==> src/rtl/parity_frame_gen_if.sv <==
// Valid/ready stream bundle for parity_frame_gen. It carries the input word
// stream and the parity-extended output stream, which includes the trailer beats.
interface parity_frame_gen_if #(
  parameter int DATA_W = 9
);
  logic              s_valid;
  logic              s_ready;
  logic [DATA_W-1:0] s_data;
  logic              m_valid;
  logic              m_ready;
  logic [DATA_W:0]   m_data;
  logic              m_last;

  // The word source and the downstream sink sit on the master side.
  modport master (
    output s_valid, s_data, m_ready,
    input  s_ready, m_valid, m_data, m_last
  );

  modport slave (
    input  s_valid, s_data, m_ready,
    output s_ready, m_valid, m_data, m_last
  );
endinterface

==> src/rtl/parity_frame_gen.sv <==
// Streaming parity generator. Each word gets a parity MSB, and every FRAME_LEN words
// are followed by one trailer beat that carries the column parity of the frame.
module parity_frame_gen #(
  parameter int DATA_W    = 9,
  parameter int FRAME_LEN = 4,
  parameter int CNT_W     = 8
) (
  input  logic               clk,
  input  logic               rst_n,
  input  logic               odd_mode,
  parity_frame_gen_if.slave  bus,
  output logic [CNT_W-1:0]   frame_cnt
);

  localparam int              WC_W    = (FRAME_LEN > 1) ? $clog2(FRAME_LEN) : 1;
  localparam logic [WC_W-1:0] WC_LAST = WC_W'(FRAME_LEN - 1);

  typedef enum logic [0:0] {
    ST_DATA  = 1'b0,
    ST_TRAIL = 1'b1
  } state_t;

  function automatic logic parity_f(input logic [DATA_W-1:0] w, input logic m);
    return (^w) ^ m;
  endfunction

  state_t              state;
  state_t              state_nxt;
  logic [WC_W-1:0]     word_cnt;
  logic [DATA_W-1:0]   acc;
  logic                mode;

  logic                out_free;
  logic                s_ready_c;
  logic                word_load;
  logic                trail_load;
  logic                first_word;
  logic                cur_mode;
  logic [DATA_W-1:0]   acc_nxt;

  logic                vld_p1;
  logic                last_p1;
  logic [DATA_W:0]     data_p1;

  assign first_word = (word_cnt == '0);
  assign cur_mode   = first_word ? odd_mode : mode;
  assign acc_nxt    = first_word ? bus.s_data : (acc ^ bus.s_data);

  always_comb begin
    state_nxt  = state;
    out_free   = !vld_p1 || bus.m_ready;
    s_ready_c  = 1'b0;
    word_load  = 1'b0;
    trail_load = 1'b0;
    case (state)
      ST_DATA: begin
        s_ready_c = rst_n && out_free;
        word_load = s_ready_c && bus.s_valid;
        if (word_load && (word_cnt == WC_LAST)) begin
          state_nxt = ST_TRAIL;
        end
      end
      ST_TRAIL: begin
        if (out_free) begin
          trail_load = 1'b1;
          state_nxt  = ST_DATA;
        end
      end
      default: state_nxt = ST_DATA;
    endcase
  end

  always_ff @(posedge clk) begin
    if (!rst_n) begin
      state <= ST_DATA;
    end else begin
      state <= state_nxt;
    end
  end

  // The word count saturates at the last index and is cleared when the trailer loads.
  always_ff @(posedge clk) begin
    if (!rst_n) begin
      word_cnt <= '0;
      acc      <= '0;
      mode     <= 1'b0;
    end else if (trail_load) begin
      word_cnt <= '0;
      acc      <= '0;
    end else if (word_load) begin
      acc      <= acc_nxt;
      mode     <= cur_mode;
      word_cnt <= (word_cnt == WC_LAST) ? word_cnt : word_cnt + WC_W'(1);
    end
  end

  // Output register stage (p1)
  always_ff @(posedge clk) begin
    if (!rst_n) begin
      vld_p1  <= 1'b0;
      last_p1 <= 1'b0;
      data_p1 <= '0;
    end else if (trail_load) begin
      vld_p1  <= 1'b1;
      last_p1 <= 1'b1;
      data_p1 <= {parity_f(acc, mode), acc};
    end else if (word_load) begin
      vld_p1  <= 1'b1;
      last_p1 <= 1'b0;
      data_p1 <= {parity_f(bus.s_data, cur_mode), bus.s_data};
    end else if (bus.m_ready) begin
      vld_p1  <= 1'b0;
      last_p1 <= 1'b0;
    end
  end

  always_ff @(posedge clk) begin
    if (!rst_n) begin
      frame_cnt <= '0;
    end else if (vld_p1 && bus.m_ready && last_p1) begin
      frame_cnt <= frame_cnt + CNT_W'(1);
    end
  end

  assign bus.s_ready = s_ready_c;
  assign bus.m_valid = vld_p1;
  assign bus.m_last  = last_p1;
  assign bus.m_data  = data_p1;

  a_hold_under_backpressure: assert property (
    @(posedge clk) disable iff (!rst_n)
    (vld_p1 && !bus.m_ready) |=> (vld_p1 && $stable(data_p1) && $stable(last_p1))
  );

  a_no_accept_in_trail: assert property (
    @(posedge clk) disable iff (!rst_n)
    (state == ST_TRAIL) |-> !s_ready_c
  );

endmodule

==> src/flat_wrapper.sv <==
// flat-port wrapper written by rule: the top's interface ports become plain ports
module parity_frame_gen_flat 
#(
  parameter int DATA_W    = 9,
  parameter int FRAME_LEN = 4,
  parameter int CNT_W     = 8
)
  (clk, rst_n, odd_mode, frame_cnt, bus_s_valid, bus_s_data, bus_m_ready, bus_s_ready, bus_m_valid, bus_m_data, bus_m_last);
  parity_frame_gen_if #(.DATA_W(DATA_W)) bus_i ();
  input  logic clk;
  input  logic rst_n;
  input  logic odd_mode;
  output logic [CNT_W-1:0] frame_cnt;
  input wire logic [$bits(bus_i.s_valid)-1:0] bus_s_valid;
  input wire logic [$bits(bus_i.s_data)-1:0] bus_s_data;
  input wire logic [$bits(bus_i.m_ready)-1:0] bus_m_ready;
  output wire logic [$bits(bus_i.s_ready)-1:0] bus_s_ready;
  output wire logic [$bits(bus_i.m_valid)-1:0] bus_m_valid;
  output wire logic [$bits(bus_i.m_data)-1:0] bus_m_data;
  output wire logic [$bits(bus_i.m_last)-1:0] bus_m_last;
  assign bus_i.s_valid = bus_s_valid;
  assign bus_i.s_data = bus_s_data;
  assign bus_i.m_ready = bus_m_ready;
  assign bus_s_ready = bus_i.s_ready;
  assign bus_m_valid = bus_i.m_valid;
  assign bus_m_data = bus_i.m_data;
  assign bus_m_last = bus_i.m_last;
  parity_frame_gen #(.DATA_W(DATA_W), .FRAME_LEN(FRAME_LEN), .CNT_W(CNT_W)) u_core (.clk(clk), .rst_n(rst_n), .odd_mode(odd_mode), .bus(bus_i), .frame_cnt(frame_cnt));
endmodule
==> config.mk <==
export PLATFORM = sky130hd
export DESIGN_NAME = parity_frame_gen_flat
export DESIGN_NICKNAME = d
export VERILOG_FILES = /design/src/rtl/parity_frame_gen_if.sv /design/src/rtl/parity_frame_gen.sv /design/src/flat_wrapper.sv
export SDC_FILE = /design/constraint.sdc
export NUM_CORES = 1
export LEC_CHECK = 0
export CAP_MARGIN = 40
export CORE_MARGIN = 2
export CORE_UTILIZATION = 45
export DETAILED_ROUTE_END_ITERATION = 10
export PLACE_DENSITY_LB_ADDON = 0.1
export SLEW_MARGIN = 20
export SYNTH_ARGS = -nofsm -noshare
export SYNTH_HDL_FRONTEND = slang
export SYNTH_SLANG_ARGS = --single-unit
==> constraint.sdc <==
create_clock -name clk -period 3.4 [get_ports clk]
set_input_delay 0.68 -clock clk [delete_from_list [all_inputs] [get_ports clk]]
set_output_delay 0.68 -clock clk [all_outputs]
set_load 0.005 [all_outputs]
==> out/metrics.cfg <==
[placed_design]
preCtsSetupSlack_ns=0.6800
portBuffers=34
dpl_cell_area_um2=2032
hpwl_um=2524
dp_cells=268
finalWeightedCongestion=0.7885

[layout]
nNetsFinal=244
drive_gt1_share_pct=3.947
final_area_um2=2148
layout.cells.non_filler=276
area_delta_synth_final_pct=29.00
insertedDiodeCount=0
utilization_pct=59.58

[logic_synthesis]
syn-cell-area_um2=1665
syn_area_per_cell_um2=8.584
yosys_register_bits=33
yosysSeqAreaShare_pct=39.67
syn_inst=194
synth_top_cell_by_area=dfxtp_1
synthTopCellsByArea=dfxtp_1, xnor2_1, a22oi_1
ys_types=29
yosysTopAreaCellShare_pct=39.67
ys_warn_count=0
syn-num-nets=211

[power_and_ir_drop]
p_clk_share_pct=40.0
p_seq_share_pct=43.4
p_sw_share_pct=24.32
p_int_mw=0.7334
p_switching_mw=0.2357
combPwrFrac_pct=16.6
cellLeakagePower_nw=0.7741
power_mw=0.9691
power.density_nw_per_um2=451.1
peakVddDrop_v=0.0002370

[worst_setup_path]
worst-path-max-fanout=5
cp-start-kind=primary input
cp.arrival_ns=2.02
r2r_slack_ns=1.20
rr_startpoint=u_core.word_cnt[0]$_SDFFE_PP0P_
required_ns=2.72
worstRegToRegCells=7
path_buf_inv=2
crit_path_end_kind=output pin
cp_common_cell=clkdlybuf4s50_1
crit_slowest_cell=clkdlybuf4s50_1
path_cells=clkdlybuf4s50_1, nor2b_1, nor3b_1, clkdlybuf4s50_1
worst_path_largest_cell_delay_ns=0.54
r2r_end=u_core.bus.m_data[9]$_SDFFE_PN0P_
timing.critical_path.max_delay_family=buffers and inverters
criticalPathCategory=primary input to output pin

[timing]
min_period_over_period_pct=79.34
slew_viol_final=0
max_slew_margin_pct=50.04
period_needed_ns=2.697
setup_violations=0
hold_viol_final=0
rsz0062_at_grt=no
max_freq_mhz=370.7
finalWorstSetupSlack_ns=0.7026
finClkSkew_ns=0.002510
worst_pin_slew_ns=0.7489
hold_ws_ns=0.4633
setup_tns_ns=0

[global_routing]
grt_max_degree=26
grt_pass1_vias=1333
antenna_found_initial=0
grt_pass1_wl_um=6141
gr-total-overflow=0
track_usage_pct=18.86

[clocking]
post-cts-setup-buffers=0
cts-root-buf=clkbuf_8
cts_sinks=33
tritoncts=yes
ctsHoldBuffers=0
cts_buffer_depth=2
cts_max_level=2
numCtsBuffers=5
clk_pin_slew_ns=0.07
cts_resized=0
clk_latency_ns=0.29

[route]
via_count=1430
dr.pass1.iters=4
detail_route.iter0.violations=68
via_per_inst=5.181
routed_wl_um=3511
drcViolationCount=0
antenna_left=0
post_drt_wl_per_cell_um=12.72

[flow_run]
drv_cap=0

[die]
core_area_um2=3606
initial_core_util_pct=46.18
ios=35
die_w_um=64.84
dieArea_um2=4204
num_rows=22
die_height_um=64.84

[status]
outcome=complete, no violations

[worst_hold_path]
whs_path_depth=2
min_from=u_core.bus.m_data[5]$_SDFFE_PN0P_
hold_end=u_core.bus.m_data[5]$_SDFFE_PN0P_
min_path_type=register to register

==> how the worst max path moves through the flow <==
stage / cells after the start / to / from
floorplan: 6 / u_core.acc[1]$_SDFFE_PP0P_ / bus_m_ready
global placement: 4 / bus_s_ready / bus_m_ready
detailed placement: 6 / u_core.acc[4]$_SDFFE_PP0P_ / bus_m_ready
CTS: 4 / bus_s_ready / bus_m_ready
global route: 4 / bus_s_ready / bus_m_ready
finish: 4 / bus_s_ready / bus_m_ready
==> Yosys cell counts, drive strengths merged <==
library cell,number
a21boi,11
a21oi,1
a22oi,18
and2,9
and3,2
and4b,1
buf,4
clkbuf,5
dfxtp,33
ha,3
inv,2
mux2i,1
nand2,27
nand2b,1
nand3,7
nand4,2
nand4b,1
nor2,15
nor2b,2
nor3b,1
o21a,1
o21ai,22
o31a,1
xnor2,20
xnor3,2
xor2,2
==> worst register-to-register path, stage by stage, from the launching register on <==
cell	delay, ns
dfxtp_1	0.34
inv_1	0.07
ha_1	0.59
mux2i_1	0.35
xnor2_1	0.15
xnor3_1	0.41
o21ai_1	0.13
o21a_1	0.12
==> power groups by stage <==
| stage | registers (mW) | clock network [mW] | logic [mW] |
|---|---|---|---|
| after CTS | 0.420 | 0.393 | 0.162 |
| after global routing | 0.423 | 0.410 | 0.178 |
| after detailed placement | 0.429 | 0 | 0.162 |
| final | 0.420 | 0.388 | 0.161 |
| after global placement | 0.428 | 0 | 0.157 |
| after floorplan | 0.427 | 0 | 0.108 |
==> layer usage <==
metal  GRT usage, %  wire [um]  vias to the layer above
met5              0          0                        -
met2          29.25       1576                       25
met3          5.729        125                        5
met1          24.86       1759                      663
met4          6.383         49                        0
li1               -          -                      737
==> flip-flops by register name, indices dropped and copies added, names as in the netlist <==
| signal | flops |
|---|---|
| u_core.frame_cnt | 8 |
| u_core.word_cnt | 2 |
| u_core.state | 1 |
| u_core.bus.m_last | 1 |
| u_core.bus.m_valid | 1 |
| u_core.bus.m_data | 10 |
| u_core.acc | 9 |
| u_core.mode | 1 |
==> final cells by class <==
cell class              instances  area (um^2)
inverters                       2        7.507
multi-input cells             150        955.9
clock inverters                 1        30.03
flip-flops and latches         33        660.6
clock buffers                   7        86.33
well taps                      48        60.06
fillers                       337         1458
repair buffers                 35        347.8
==> cells in the final DEF, fill, tap and decap left out, types with 2 or more instances in the layout <==
cell / instances
a22oi_1: 18
xnor2_1: 20
o21ai_1: 2
nand2_1: 27
nand4_1: 2
o21ai_0: 20
ha_1: 3
clkdlybuf4s50_1: 34
and2_1: 9
a21boi_0: 11
nor2_1: 14
nand3_1: 7
clkbuf_8: 6
nor2b_1: 2
xnor3_1: 2
and3_1: 2
dfxtp_1: 33
xor2_1: 2
inv_1: 2
==> cell families after synthesis <==
kind of cell | Yosys count | synth area share (%)
AOI/OAI and AO/OA | 54 | 20.96
xor gates and xnor gates | 24 | 14.28
adders and majority gates | 3 | 2.254
buffers and inverters | 11 | 2.930
DFF | 33 | 39.67
muxes | 1 | 0.6011
and+or+nand+nor | 68 | 19.31
No activity file was read; power rests on OpenSTA's default activity.
==> RTL change, RTL diff (same settings) <==
`DATA_W` is set to 9 in 3 places; all go to 13.
--- a/src/rtl/parity_frame_gen_if.sv
+++ b/src/rtl/parity_frame_gen_if.sv
@@ -3,3 +3,3 @@
 interface parity_frame_gen_if #(
-  parameter int DATA_W = 9
+  parameter int DATA_W = 13
 );
--- a/src/rtl/parity_frame_gen.sv
+++ b/src/rtl/parity_frame_gen.sv
@@ -3,3 +3,3 @@
 module parity_frame_gen #(
-  parameter int DATA_W    = 9,
+  parameter int DATA_W    = 13,
   parameter int FRAME_LEN = 4,
--- a/src/flat_wrapper.sv
+++ b/src/flat_wrapper.sv
@@ -3,3 +3,3 @@
 #(
-  parameter int DATA_W    = 9,
+  parameter int DATA_W    = 13,
   parameter int FRAME_LEN = 4,
Interface: changed (resized bus_m_data and bus_s_data); port bits go from 35 to 43. No check against the original RTL was run, so the function may have changed too.
==> RTL change against the unedited design <==
- routed wire length rose by 23%
- global-route usage down 1.1 points
- synthesized area up 24%
- first-iteration DRC count rose by 59%
- clock power shrank 23%
- sequential cell count up 8
- worst setup slack improved by 0.055 ns
- count of clock-buffer cells in the layout fell by 1
- critical path depth unchanged
- maximum frequency grew 2.1%
- synthesized cell count grew 25%
- design area is 22% higher
- final cell count grew 22%
- power is 9.3% higher
- critical path type unchanged
- critical endpoint unchanged
==> RTL change: results (changes against the unedited design) <==
[status]
status = completed  ; unchanged

[logic_synthesis]
ys.flop_type = dfxtp_1  ; unchanged
synthTopCellsByCount = dfxtp_1 (41), nand2_1 (32), o21ai_0 (27)  ; was dfxtp_1 (33), nand2_1 (27), o21ai_0 (20), xnor2_1 (20), a22oi_1 (18)
yosysSeqAreaShare_pct = 39.6  ; was 39.7%
avgSynthCellArea_sq_um = 8.52  ; was 8.58 sq um
synth_nets = 264  ; was 211
synth-warning-count = 0  ; unchanged
async_flop_share_pct = 0  ; unchanged
synth_area_leaders = dfxtp_1 (40%), a22oi_1 (9.4%), xnor2_1 (8.0%), o21ai_0 (6.5%), nand2_1 (5.8%)  ; was dfxtp_1 (40%), xnor2_1 (11%), a22oi_1 (8.1%), nand2_1 (6.1%), o21ai_0 (6.0%)
yosysUniqueCellTypes = 31  ; was 29

[finish]
nets = 305  ; was 244
fillers = 412  ; was 337
largest_reg_flops = 14  ; was 10
n_antenna_cell = 0  ; unchanged
instances_no_fill = 337  ; was 276
final_layout_size_suffix_gt1_share_pct = 6.67  ; was 3.95%

[critical_path]
cp_max_fo = 5  ; unchanged
cp.arrival_ns = 1.96  ; was 2.02 ns
reg2reg_depth = 8  ; was 7

[sta]
clock_skew_ns = 0.00638  ; was 0.00251 ns
relSlewSlack_pct = 53.8  ; was 50.0%

[clock_network]
cts_root_buffer = clkbuf_8  ; unchanged
cts_buffers = 5  ; unchanged
worstSkewPairLatency_ns = 0.29  ; about the same
h-tree-depth = 2  ; unchanged
cts_resized = 0  ; unchanged
cts.clk_slew.worst_paths_ns = 0.08
postCtsSetupBuffers = 0  ; unchanged
cts_buffer_depth = 2  ; unchanged

[place]
numPortBuffers = 42  ; was 34
place_inst = 329  ; was 268
place_congestion = 0.783  ; was 0.789
dp_hpwl_um = 3020  ; was 2520 um

[global_route]
grt_max_degree = 30  ; was 26
use_met3_pct = 4.50  ; was 5.73%
grt_pass1_vias = 1584  ; was 1333
grt_use_met2_pct = 29.1  ; was 29.3%
grt_pass1_wl_um = 7190  ; was 6140 um
antenna_found_initial = 0  ; unchanged
met1_usage_pct = 23.1  ; was 24.9%
gr-usage-all-layers_pct = 17.8  ; was 18.9%

[route]
routed_wl_um = 4330  ; was 3510 um
avgViaCountPerCell = 5.36  ; was 5.18
met2_wirelength_um = 1960  ; was 1580 um
route.met3.wl_um = 238  ; was 125 um
top_layer = met4  ; unchanged
wl_met1_um = 2090  ; was 1760 um
drtIter0Drc = 108  ; was 68
dr.pass1.iters = 4  ; unchanged

[power_and_ir_drop]
vdd_drop_max_mv = 0.283  ; was 0.237 mV
p_leak_uw = 0.000948  ; was 0.000774 uW
netSwitchingPower_uw = 284  ; was 236 uW

[min_path]
holdCritPathClass = flop to flop  ; unchanged
whs_path_depth = 2  ; unchanged

-- RTL change: critical path: stages --
cell and delay [ns]:
clkdlybuf4s50_1 0.53, nor2b_2 0.09, nor3_1 0.14, clkdlybuf4s50_1 0.52
-- RTL change: area by class of cell --
cell class | count | area, sq um | share of cell area (%)
repair buffers | 48 | 465 | 17.8
multi-input cells | 184 | 1160 | 44.5
clock inverters | 2 | 10.0 | 0.383
well taps | 52 | 65.1 | 2.49
flip-flops and latches | 41 | 821 | 31.4
clock buffers | 6 | 72.6 | 2.78
inverters | 4 | 15.0 | 0.575
-- RTL change: final timing paths --
check             slack, ns                     to                  from
hold reg to reg        0.45   u_core.bus.m_data[5]  u_core.bus.m_data[5]
setup reg to reg       1.53  u_core.bus.m_data[13]    u_core.word_cnt[0]
setup / recovery       0.76            bus_s_ready           bus_m_ready
hold / removal         0.45   u_core.bus.m_data[5]  u_core.bus.m_data[5]
-- RTL change: logic make-up (layout without fill, tap and decap cells) --
kind of cell | Yosys count | count (layout) | share of synthesized area [%]
AOI/OAI and AO/OA | 72 | 72 | 21.1
xor gates and xnor gates | 31 | 31 | 15.5
and+or+nand+nor | 76 | 76 | 16.8
adders and majority gates | 3 | 3 | 1.81
muxes | 2 | 2 | 0.967
DFF | 41 | 41 | 39.6
buffers and inverters | 18 | 60 | 4.23
-- RTL change: through the flow --
stage          worst slack, ns  cell area (sq um)
2_1_floorplan             1.62               2070
3_3_place_gp             0.761               2530
3_5_place_dp             0.746               2530
4_1_cts                  0.746               2610
5_1_grt                  0.658               2610
6_report                 0.758               2610
-- RTL change: power by group through the flow --
stage | registers [uW] | clock network, uW | logic [uW]
final | 525 | 299 | 235
after detailed placement | 536 | 0 | 235
after CTS | 525 | 308 | 237
after floorplan | 534 | 0 | 161
after global routing | 529 | 326 | 260
after global placement | 536 | 0 | 234
